$ cat src/rtl/pipeline_hazard_ctrl_if.sv
// Hazard controller bundle: pipeline status flowing in, register controls and
// monitor/statistics outputs flowing back to the datapath.
interface pipeline_hazard_ctrl_if #(
  parameter int unsigned CNT_W = 16
);
  logic             ihit;
  logic             dhit;
  logic             dREN_EX_MEM;
  logic             dWEN_EX_MEM;
  logic             dREN_ID_EX;
  logic [4:0]       Rt_ID_EX;
  logic [4:0]       Rs_IF_ID;
  logic [4:0]       Rt_IF_ID;
  logic             branch_taken_MEM;
  logic             jump_ID;
  logic             halt_MEM_WB;

  logic             pc_enable;
  logic             enable_IF_ID;
  logic             flush_IF_ID;
  logic             enable_ID_EX;
  logic             flush_ID_EX;
  logic             enable_EX_MEM;
  logic             flush_EX_MEM;
  logic             enable_MEM_WB;
  logic             flush_MEM_WB;
  logic             halted;
  logic             mem_timeout;
  logic [CNT_W-1:0] stall_cycles;
  logic [CNT_W-1:0] flush_events;

  modport master (
    output ihit, dhit, dREN_EX_MEM, dWEN_EX_MEM, dREN_ID_EX, Rt_ID_EX,
           Rs_IF_ID, Rt_IF_ID, branch_taken_MEM, jump_ID, halt_MEM_WB,
    input  pc_enable, enable_IF_ID, flush_IF_ID, enable_ID_EX, flush_ID_EX,
           enable_EX_MEM, flush_EX_MEM, enable_MEM_WB, flush_MEM_WB,
           halted, mem_timeout, stall_cycles, flush_events
  );

  modport slave (
    input  ihit, dhit, dREN_EX_MEM, dWEN_EX_MEM, dREN_ID_EX, Rt_ID_EX,
           Rs_IF_ID, Rt_IF_ID, branch_taken_MEM, jump_ID, halt_MEM_WB,
    output pc_enable, enable_IF_ID, flush_IF_ID, enable_ID_EX, flush_ID_EX,
           enable_EX_MEM, flush_EX_MEM, enable_MEM_WB, flush_MEM_WB,
           halted, mem_timeout, stall_cycles, flush_events
  );
endinterface

$ cat src/rtl/pipeline_hazard_ctrl.sv
// Five-stage pipeline hazard/stall controller: prioritised enable/flush
// generation, data-wait timeout monitor and saturating stall/flush counters.
module pipeline_hazard_ctrl #(
  parameter int unsigned TIMEOUT = 1024,
  parameter int unsigned CNT_W   = 16
) (
  input logic                   CLK,
  input logic                   RST,
  pipeline_hazard_ctrl_if.slave hz
);
  localparam int unsigned DW = $clog2(TIMEOUT) + 1;
  localparam logic [DW-1:0] TO_LAST = DW'(TIMEOUT - 1);

  typedef enum logic [1:0] {RUN, DWAIT, HALT} state_t;

  state_t           state, next_state;
  logic [DW-1:0]    dwait_cnt;
  logic             halted_q, timeout_q;
  logic [CNT_W-1:0] stall_q, flush_q;

  logic mem_req, dstall, load_use, branch_rule;
  logic pc_en, en_ifid, fl_ifid, en_idex, fl_idex;
  logic en_exmem, fl_exmem, en_memwb, fl_memwb;

  assign mem_req  = hz.dREN_EX_MEM | hz.dWEN_EX_MEM;
  assign dstall   = mem_req & ~hz.dhit;
  assign load_use = hz.dREN_ID_EX & (hz.Rt_ID_EX != 5'd0) &
                    ((hz.Rt_ID_EX == hz.Rs_IF_ID) | (hz.Rt_ID_EX == hz.Rt_IF_ID));

  always_comb begin
    pc_en       = 1'b1;
    en_ifid     = 1'b1;  fl_ifid  = 1'b0;
    en_idex     = 1'b1;  fl_idex  = 1'b0;
    en_exmem    = 1'b1;  fl_exmem = 1'b0;
    en_memwb    = 1'b1;  fl_memwb = 1'b0;
    branch_rule = 1'b0;

    if (RST) begin
      pc_en    = 1'b0;
      en_ifid  = 1'b0;  fl_ifid  = 1'b1;
      en_idex  = 1'b0;  fl_idex  = 1'b1;
      en_exmem = 1'b0;  fl_exmem = 1'b1;
      en_memwb = 1'b0;  fl_memwb = 1'b1;
    end else if (state == HALT || (state == RUN && hz.halt_MEM_WB)) begin
      pc_en    = 1'b0;
      en_ifid  = 1'b0;
      en_idex  = 1'b0;
      en_exmem = 1'b0;
      en_memwb = 1'b0;
    end else if (dstall) begin
      // MEM/WB takes a bubble so the frozen instruction does not write back twice
      pc_en    = 1'b0;
      en_ifid  = 1'b0;
      en_idex  = 1'b0;
      en_exmem = 1'b0;
      en_memwb = 1'b0;  fl_memwb = 1'b1;
    end else if (hz.branch_taken_MEM) begin
      branch_rule = 1'b1;
      en_ifid  = 1'b0;  fl_ifid  = 1'b1;
      en_idex  = 1'b0;  fl_idex  = 1'b1;
      en_exmem = 1'b0;  fl_exmem = 1'b1;
    end else if (load_use) begin
      pc_en    = 1'b0;
      en_ifid  = 1'b0;
      en_idex  = 1'b0;  fl_idex  = 1'b1;
    end else if (hz.jump_ID) begin
      en_ifid  = 1'b0;  fl_ifid  = 1'b1;
    end else if (!hz.ihit) begin
      pc_en    = 1'b0;
      en_ifid  = 1'b0;  fl_ifid  = 1'b1;
    end

    next_state = state;
    case (state)
      RUN: begin
        if (hz.halt_MEM_WB) next_state = HALT;
        else if (dstall)    next_state = DWAIT;
      end
      DWAIT:   if (hz.dhit) next_state = RUN;
      HALT:    next_state = HALT;
      default: next_state = RUN;
    endcase
  end

  always_ff @(posedge CLK) begin
    if (RST) begin
      state     <= RUN;
      dwait_cnt <= '0;
      halted_q  <= 1'b0;
      timeout_q <= 1'b0;
      stall_q   <= '0;
      flush_q   <= '0;
    end else begin
      state <= next_state;
      if (state == RUN && next_state == DWAIT)
        dwait_cnt <= '0;
      else if (state == DWAIT && dwait_cnt != '1)
        dwait_cnt <= dwait_cnt + 1'b1;
      if (state == DWAIT && dwait_cnt == TO_LAST)
        timeout_q <= 1'b1;
      if (state == RUN && hz.halt_MEM_WB)
        halted_q <= 1'b1;
      if (!pc_en && state != HALT && stall_q != '1)
        stall_q <= stall_q + 1'b1;
      if (branch_rule && flush_q != '1)
        flush_q <= flush_q + 1'b1;
    end
  end

  assign hz.pc_enable     = pc_en;
  assign hz.enable_IF_ID  = en_ifid;
  assign hz.flush_IF_ID   = fl_ifid;
  assign hz.enable_ID_EX  = en_idex;
  assign hz.flush_ID_EX   = fl_idex;
  assign hz.enable_EX_MEM = en_exmem;
  assign hz.flush_EX_MEM  = fl_exmem;
  assign hz.enable_MEM_WB = en_memwb;
  assign hz.flush_MEM_WB  = fl_memwb;
  assign hz.halted        = halted_q;
  assign hz.mem_timeout   = timeout_q;
  assign hz.stall_cycles  = stall_q;
  assign hz.flush_events  = flush_q;
endmodule

$ cat src/flat_wrapper.sv
// flat-port wrapper written by rule: the top's interface ports become plain ports
module pipeline_hazard_ctrl_flat 
#(
  parameter int unsigned TIMEOUT = 1024,
  parameter int unsigned CNT_W   = 16
)
  (CLK, RST, hz_ihit, hz_dhit, hz_dREN_EX_MEM, hz_dWEN_EX_MEM, hz_dREN_ID_EX, hz_Rt_ID_EX, hz_Rs_IF_ID, hz_Rt_IF_ID, hz_branch_taken_MEM, hz_jump_ID, hz_halt_MEM_WB, hz_pc_enable, hz_enable_IF_ID, hz_flush_IF_ID, hz_enable_ID_EX, hz_flush_ID_EX, hz_enable_EX_MEM, hz_flush_EX_MEM, hz_enable_MEM_WB, hz_flush_MEM_WB, hz_halted, hz_mem_timeout, hz_stall_cycles, hz_flush_events);
  pipeline_hazard_ctrl_if #(.CNT_W(CNT_W)) hz_i ();
  input logic CLK;
  input logic RST;
  input wire logic [$bits(hz_i.ihit)-1:0] hz_ihit;
  input wire logic [$bits(hz_i.dhit)-1:0] hz_dhit;
  input wire logic [$bits(hz_i.dREN_EX_MEM)-1:0] hz_dREN_EX_MEM;
  input wire logic [$bits(hz_i.dWEN_EX_MEM)-1:0] hz_dWEN_EX_MEM;
  input wire logic [$bits(hz_i.dREN_ID_EX)-1:0] hz_dREN_ID_EX;
  input wire logic [$bits(hz_i.Rt_ID_EX)-1:0] hz_Rt_ID_EX;
  input wire logic [$bits(hz_i.Rs_IF_ID)-1:0] hz_Rs_IF_ID;
  input wire logic [$bits(hz_i.Rt_IF_ID)-1:0] hz_Rt_IF_ID;
  input wire logic [$bits(hz_i.branch_taken_MEM)-1:0] hz_branch_taken_MEM;
  input wire logic [$bits(hz_i.jump_ID)-1:0] hz_jump_ID;
  input wire logic [$bits(hz_i.halt_MEM_WB)-1:0] hz_halt_MEM_WB;
  output wire logic [$bits(hz_i.pc_enable)-1:0] hz_pc_enable;
  output wire logic [$bits(hz_i.enable_IF_ID)-1:0] hz_enable_IF_ID;
  output wire logic [$bits(hz_i.flush_IF_ID)-1:0] hz_flush_IF_ID;
  output wire logic [$bits(hz_i.enable_ID_EX)-1:0] hz_enable_ID_EX;
  output wire logic [$bits(hz_i.flush_ID_EX)-1:0] hz_flush_ID_EX;
  output wire logic [$bits(hz_i.enable_EX_MEM)-1:0] hz_enable_EX_MEM;
  output wire logic [$bits(hz_i.flush_EX_MEM)-1:0] hz_flush_EX_MEM;
  output wire logic [$bits(hz_i.enable_MEM_WB)-1:0] hz_enable_MEM_WB;
  output wire logic [$bits(hz_i.flush_MEM_WB)-1:0] hz_flush_MEM_WB;
  output wire logic [$bits(hz_i.halted)-1:0] hz_halted;
  output wire logic [$bits(hz_i.mem_timeout)-1:0] hz_mem_timeout;
  output wire logic [$bits(hz_i.stall_cycles)-1:0] hz_stall_cycles;
  output wire logic [$bits(hz_i.flush_events)-1:0] hz_flush_events;
  assign hz_i.ihit = hz_ihit;
  assign hz_i.dhit = hz_dhit;
  assign hz_i.dREN_EX_MEM = hz_dREN_EX_MEM;
  assign hz_i.dWEN_EX_MEM = hz_dWEN_EX_MEM;
  assign hz_i.dREN_ID_EX = hz_dREN_ID_EX;
  assign hz_i.Rt_ID_EX = hz_Rt_ID_EX;
  assign hz_i.Rs_IF_ID = hz_Rs_IF_ID;
  assign hz_i.Rt_IF_ID = hz_Rt_IF_ID;
  assign hz_i.branch_taken_MEM = hz_branch_taken_MEM;
  assign hz_i.jump_ID = hz_jump_ID;
  assign hz_i.halt_MEM_WB = hz_halt_MEM_WB;
  assign hz_pc_enable = hz_i.pc_enable;
  assign hz_enable_IF_ID = hz_i.enable_IF_ID;
  assign hz_flush_IF_ID = hz_i.flush_IF_ID;
  assign hz_enable_ID_EX = hz_i.enable_ID_EX;
  assign hz_flush_ID_EX = hz_i.flush_ID_EX;
  assign hz_enable_EX_MEM = hz_i.enable_EX_MEM;
  assign hz_flush_EX_MEM = hz_i.flush_EX_MEM;
  assign hz_enable_MEM_WB = hz_i.enable_MEM_WB;
  assign hz_flush_MEM_WB = hz_i.flush_MEM_WB;
  assign hz_halted = hz_i.halted;
  assign hz_mem_timeout = hz_i.mem_timeout;
  assign hz_stall_cycles = hz_i.stall_cycles;
  assign hz_flush_events = hz_i.flush_events;
  pipeline_hazard_ctrl #(.TIMEOUT(TIMEOUT), .CNT_W(CNT_W)) u_core (.CLK(CLK), .RST(RST), .hz(hz_i));
endmodule
$ cat config.mk
export PLATFORM = sky130hd
export DESIGN_NAME = pipeline_hazard_ctrl_flat
export DESIGN_NICKNAME = d
export VERILOG_FILES = /design/src/rtl/pipeline_hazard_ctrl_if.sv /design/src/rtl/pipeline_hazard_ctrl.sv /design/src/flat_wrapper.sv
export SDC_FILE = /design/constraint.sdc
export NUM_CORES = 1
export LEC_CHECK = 0
export CAP_MARGIN = 10
export CORE_MARGIN = 2
export CORE_UTILIZATION = 25
export CTS_BUF_LIST = sky130_fd_sc_hd__clkbuf_4 sky130_fd_sc_hd__clkbuf_8
export CTS_CLUSTER_DIAMETER = 150
export DETAILED_ROUTE_END_ITERATION = 10
export PLACE_DENSITY = 0.53
export SKIP_CTS_REPAIR_TIMING = 1
export SLEW_MARGIN = 30
export SYNTH_ARGS = -nofsm -noshare
export SYNTH_HDL_FRONTEND = slang
export SYNTH_SLANG_ARGS = --single-unit
$ cat constraint.sdc
create_clock -name CLK -period 2.24 [get_ports CLK]
set_input_delay 0.336 -clock CLK [delete_from_list [all_inputs] [get_ports CLK]]
set_output_delay 0.336 -clock CLK [all_outputs]
set_load 0.005 [all_outputs]
Word-level counts from Yosys, hierarchy flattened

Index checks and enable logic that the tools add are counted.

Add/sub/neg operators: 3
Eq/ne operators: 10
Mux-type cells: 49
Bitwise logic cells: 6
Reductions and logical operators: 12

Operators with widths:

| operator                                               | count |
|---|---|
| 2-to-1 mux 1 bit                                       | 45 |
| adder 16 x 1 -> 16 bit (second input constant)         | 2 |
| inequality test 16 bit (second input constant)         | 2 |
| adder 11 x 1 -> 11 bit (second input constant)         | 1 |
| equality test 11 x 10 -> 1 bit (second input constant) | 1 |
| inequality test 11 bit (second input constant)         | 1 |
| equality test 5 bit                                    | 2 |
| logical AND 1 bit                                      | 7 |
| 2-to-1 mux 2 bit                                       | 3 |
| case mux 2 bit (3 select lines)                        | 1 |
| nonzero test 5 bit                                     | 1 |
| equality test 2 x 1 -> 1 bit (second input constant)   | 2 |
| AND 1 bit                                              | 3 |
| equality test 2 bit (second input constant)            | 1 |
| logical NOT 2 bit                                      | 1 |
| inequality test 2 bit (second input constant)          | 1 |
| OR 1 bit                                               | 2 |
| OR reduction 2 bit                                     | 1 |
| logical NOT 1 bit                                      | 1 |
| logical OR 1 bit                                       | 1 |
| NOT 1 bit                                              | 1 |

Bits in registers: 47
Bits of input ports: 25

Logic depth before layout (Yosys ltp)

Depth in word-level cells: 11
Mapped depth: 9
Mapped depth without buffers: 7

Least setup slack after synthesis

Ideal clock, no wire load.

Path type: input to register
From: in hz_branch_taken_MEM
To: reg u_core.stall_q[9], in the netlist u_core.hz.stall_cycles[9]
Library setup time: 70 ps
Arrival time: 2001 ps
Required time: 2170 ps
Slack: 169 ps
Cell stages on the path: 7
Buffers on the path: 1
Path through: buf_6 -> or3_1 -> and4_4 -> o21bai_1 -> o22a_2 -> or4_1 -> a21oi_1

Longest elaborated chain between the ends: 7

Ends and longest elaborated chain:

| element                         | line                        | RTL |
|---|---|---|
| start: declaration              | flat_wrapper.sv:19          | `input wire logic [$bits(hz_i.branch_taken_MEM)-1:0] hz_branch_taken_MEM;` |
| 2-to-1 mux 1 bit                | pipeline_hazard_ctrl.sv:57  | `end else if (hz.branch_taken_MEM) begin` |
| 2-to-1 mux 1 bit                | pipeline_hazard_ctrl.sv:50  | `end else if (dstall) begin` |
| 2-to-1 mux 1 bit                | pipeline_hazard_ctrl.sv:44  | `end else if (state == HALT \|\| (state == RUN && hz.halt_MEM_WB)) begin` |
| 2-to-1 mux 1 bit                | pipeline_hazard_ctrl.sv:38  | `if (RST) begin` |
| logical NOT 1 bit               | pipeline_hazard_ctrl.sv:103 | `if (!pc_en && state != HALT && stall_q != '1)` |
| logical AND 1 bit (2 in series) | pipeline_hazard_ctrl.sv:103 |  |
| end signal: assignment          | pipeline_hazard_ctrl.sv:104 | `stall_q <= stall_q + 1'b1;` |
| end: declaration                | pipeline_hazard_ctrl.sv:19  | `logic [CNT_W-1:0] stall_q, flush_q;` |

No other way between the ends.
A chain may end at the register's enable or synchronous reset.

Final worst setup path

From: in hz_jump_ID
To: reg u_core.stall_q[9], in the netlist u_core.hz.stall_cycles[9]

Longest elaborated chain between the ends: 9

Ends and longest elaborated chain:

| element                         | line                        | RTL |
|---|---|---|
| start: declaration              | flat_wrapper.sv:20          | `input wire logic [$bits(hz_i.jump_ID)-1:0] hz_jump_ID;` |
| 2-to-1 mux 1 bit                | pipeline_hazard_ctrl.sv:66  | `end else if (hz.jump_ID) begin` |
| 2-to-1 mux 1 bit                | pipeline_hazard_ctrl.sv:62  | `end else if (load_use) begin` |
| 2-to-1 mux 1 bit                | pipeline_hazard_ctrl.sv:57  |  |
| 2-to-1 mux 1 bit                | pipeline_hazard_ctrl.sv:50  |  |
| 2-to-1 mux 1 bit                | pipeline_hazard_ctrl.sv:44  |  |
| 2-to-1 mux 1 bit                | pipeline_hazard_ctrl.sv:38  |  |
| logical NOT 1 bit               | pipeline_hazard_ctrl.sv:103 |  |
| logical AND 1 bit (2 in series) | pipeline_hazard_ctrl.sv:103 |  |

No other way between the ends.

==> flow_summary_export.csv <==
group,metric,value,unit
outcome,status,"finished clean",
clocking,clk_pin_slew,0.10,ns
setup_path,crit_arrival,2.44,ns
floorplanning,die_h,103.1,µm
floorplanning,core,0.009639,mm²
global_routing,grt_usage,11.88,%
clocking,cts_root_buf,"clkbuf_8",
floorplanning,start_util,25.45,%
global_routing,grt_pass1_vias,2276,
timing,period_share,98.07,%
timing,fin_skew,0.01122,ns
layout,multi_input_area,0.001499,mm²
detailed_routing,dr.pass1.iters,4,
layout,num-nets-final,424,
clocking,cts_tree,"yes",
clocking,numCtsBuffers,5,
clocking,cts_buffer_depth,2,
setup_path,crit_type,"in -> reg",
clocking,h-tree-depth,2,
clocking,cts.sinks,47,
detailed_routing,ant_nets,0,
global_routing,grt_pass1_wl,10130,µm
yosys,synth.most_common_cell,"dfxtp_1",
layout,n_fill_cell,1026,
timing,slew_viol_final,0,
setup_path,start_kind,"input port",
yosys,yosysTopAreaCellShare,38.35,%
yosys,synthArstFlopShare,0,%
floorplanning,pin_count,68,
hold_path,hp-class,"in -> reg",
job,cap_violations,0,
detailed_routing,drtIter0Drc,68,
timing,fin_setup_tns,0,ns
place,placed_cells_incl_taps,520,
yosys,ys.flop_type,"dfxtp_1",
yosys,synth.net_count,323,
timing,hold_viol,0,
yosys,synth_cell_types,45,
timing,tightestPinTransition,0.5167,ns
global_routing,gr-total-overflow,0,
layout,syn_to_final_growth,52.52,%
layout,layout-drive-gt1-share,17.88,%
yosys,ys_ff_latch,47,
power,ir_drop,0.0002498,V
timing,fmaxAchievable,455.2,MHz
yosys,syn_area,0.002454,mm²
detailed_routing,via_count,2452,
power,power_density,454.1,mW/mm²
yosys,yosys-top-cells-count,"47 x dfxtp_1, 42 x nor2_1, 26 x xor2_1, 18 x a21oi_1, 18 x nand3_1",
detailed_routing,via_per_inst,4.626,
global_routing,grt_max_degree,37,
yosys,synth_edf_count,0,
detailed_routing,drt_wl_total,6351,µm
yosys,synthCells,295,
yosys,avgSynthCellArea,8.317,µm²
timing,whs,0.4749,ns
layout,seqCellArea,940.9,µm²
setup_path,setup.worst_path.end_class,"flop",
layout,antenna_cells,0,
clocking,insertion_delay,0.30,ns
place,dp_hpwl,4674,µm
place,place.gp.congestion,0.8190,
detailed_routing,drc,0,
power,leakagePower,1.557,nW
setup_path,crit_required,2.48,ns
floorplanning,fp.dieArea,0.01062,mm²
power,power,0.001700,W
global_routing,antenna_found_initial,0,
yosys,ys_warn_count,0,
timing,maxSlewHeadroom,65.29,%
place,portBuffers,67,
timing,rsz0062_at_grt,"no",
yosys,synth_area_leaders,"dfxtp_1 38%, xor2_1 9.3%, nor2_1 6.4%",
yosys,ys_seq_area_share,38.35,%
layout,final_cells,530,
floorplanning,die_w,103.1,µm
detailed_routing,avgRoutedWirePerCell,11.98,µm
floorplanning,rows,36,
timing,finalSetupViolCount,0,
setup_path,path_max_fanout,6,
timing,min_period,2.197,ns
yosys,yosysTopAreaCell,"dfxtp_1",
## worst paths after layout
| check | start | to | slack [ns] | cells after the start |
|---|---|---|---|---|
| max | hz_jump_ID | u_core.hz.stall_cycles[9] | 0.04 | 7 |
| min | hz_halt_MEM_WB | u_core.hz.halted | 0.47 | 4 |
| max reg2reg | u_core.state[1] | u_core.hz.stall_cycles[9] | 0.18 | 7 |
| min reg2reg | u_core.hz.halted | u_core.hz.halted | 0.48 | 2 |
## layout by cell type (no fill, tap or decap), types with 3 or more instances in the layout
cell type	synthesis	final
or3_1	16	15
buf_4	0	32
inv_1	9	9
nor3_1	7	4
and4_1	4	4
xnor2_1	6	6
nand2_1	16	15
a21oi_2	0	3
nand3_1	18	18
nand4_1	10	10
clkbuf_8	2	6
a21oi_1	18	14
dfxtp_1	47	47
and2_1	5	4
nor2b_1	6	6
o21ai_0	17	17
nor2_1	42	42
xor2_1	26	26
and3_1	5	5
ha_1	3	3
clkdlybuf4s50_1	0	42
nand2b_1	3	3
dlymetal6s2s_1	0	24
buf_6	2	4
## critical path, cell delays in order
cell	delay (ns)
clkdlybuf4s50_1	0.44
or3_1	0.36
and4_4	0.20
o21bai_1	0.15
o22a_2	0.29
or4_4	0.53
a21oi_2	0.14
## per-layer routing
layer  part of all wire (%)  up-vias  GRT usage [%]
met5                      0        -              0
met4                    1.2        0          3.947
met3                    4.9        6          2.576
met2                     48       54          20.03
met1                     46     1143          15.07
li1                       -     1249              -
## flip-flops by register name (all words and copies together) (netlist names)
name / flops
u_core.dwait_cnt: 11
u_core.hz.mem_timeout: 1
u_core.hz.flush_events: 16
u_core.state: 2
u_core.hz.halted: 1
u_core.hz.stall_cycles: 16
## through the flow
step,cell area [µm²],setup WS [ns],util [%]
2_1_floorplan,2454,0.1689,-
3_3_place_gp,3473,-0.6499,36.03
3_5_place_dp,3473,-0.6748,36.03
4_1_cts,3570,-0.6908,37.03
5_1_grt,3742,0.001828,38.82
6_report,3742,0.04322,38.82
## power by group
part	leakage (nW)	internal [W]	total [W]	switching (W)
sequential	0.380	0.000848	0.000860	0.0000116
clock	0.0516	0.000253	0.000557	0.000304
combinational	1.13	0.000156	0.000283	0.000127
## cell families after synthesis
kind of cell	count (synthesis)	synth area share (%)
fa+ha+maj	3	1.530
flops	47	38.35
mux	3	1.275
compound gates	53	13.56
simple gates	140	29.83
xor+xnor	32	11.42
buf+inv	17	4.028
## final cells by class
class,instances,area share (%)
Multi-Input combinational cell,231,40.05
Timing Repair Buffer,102,26.88
Sequential cell,47,25.14
Tap cell,133,4.447
Clock buffer,6,2.207
Inverter,9,0.9027
Clock inverter,2,0.3678
No activity file was read; power rests on OpenSTA's default activity.
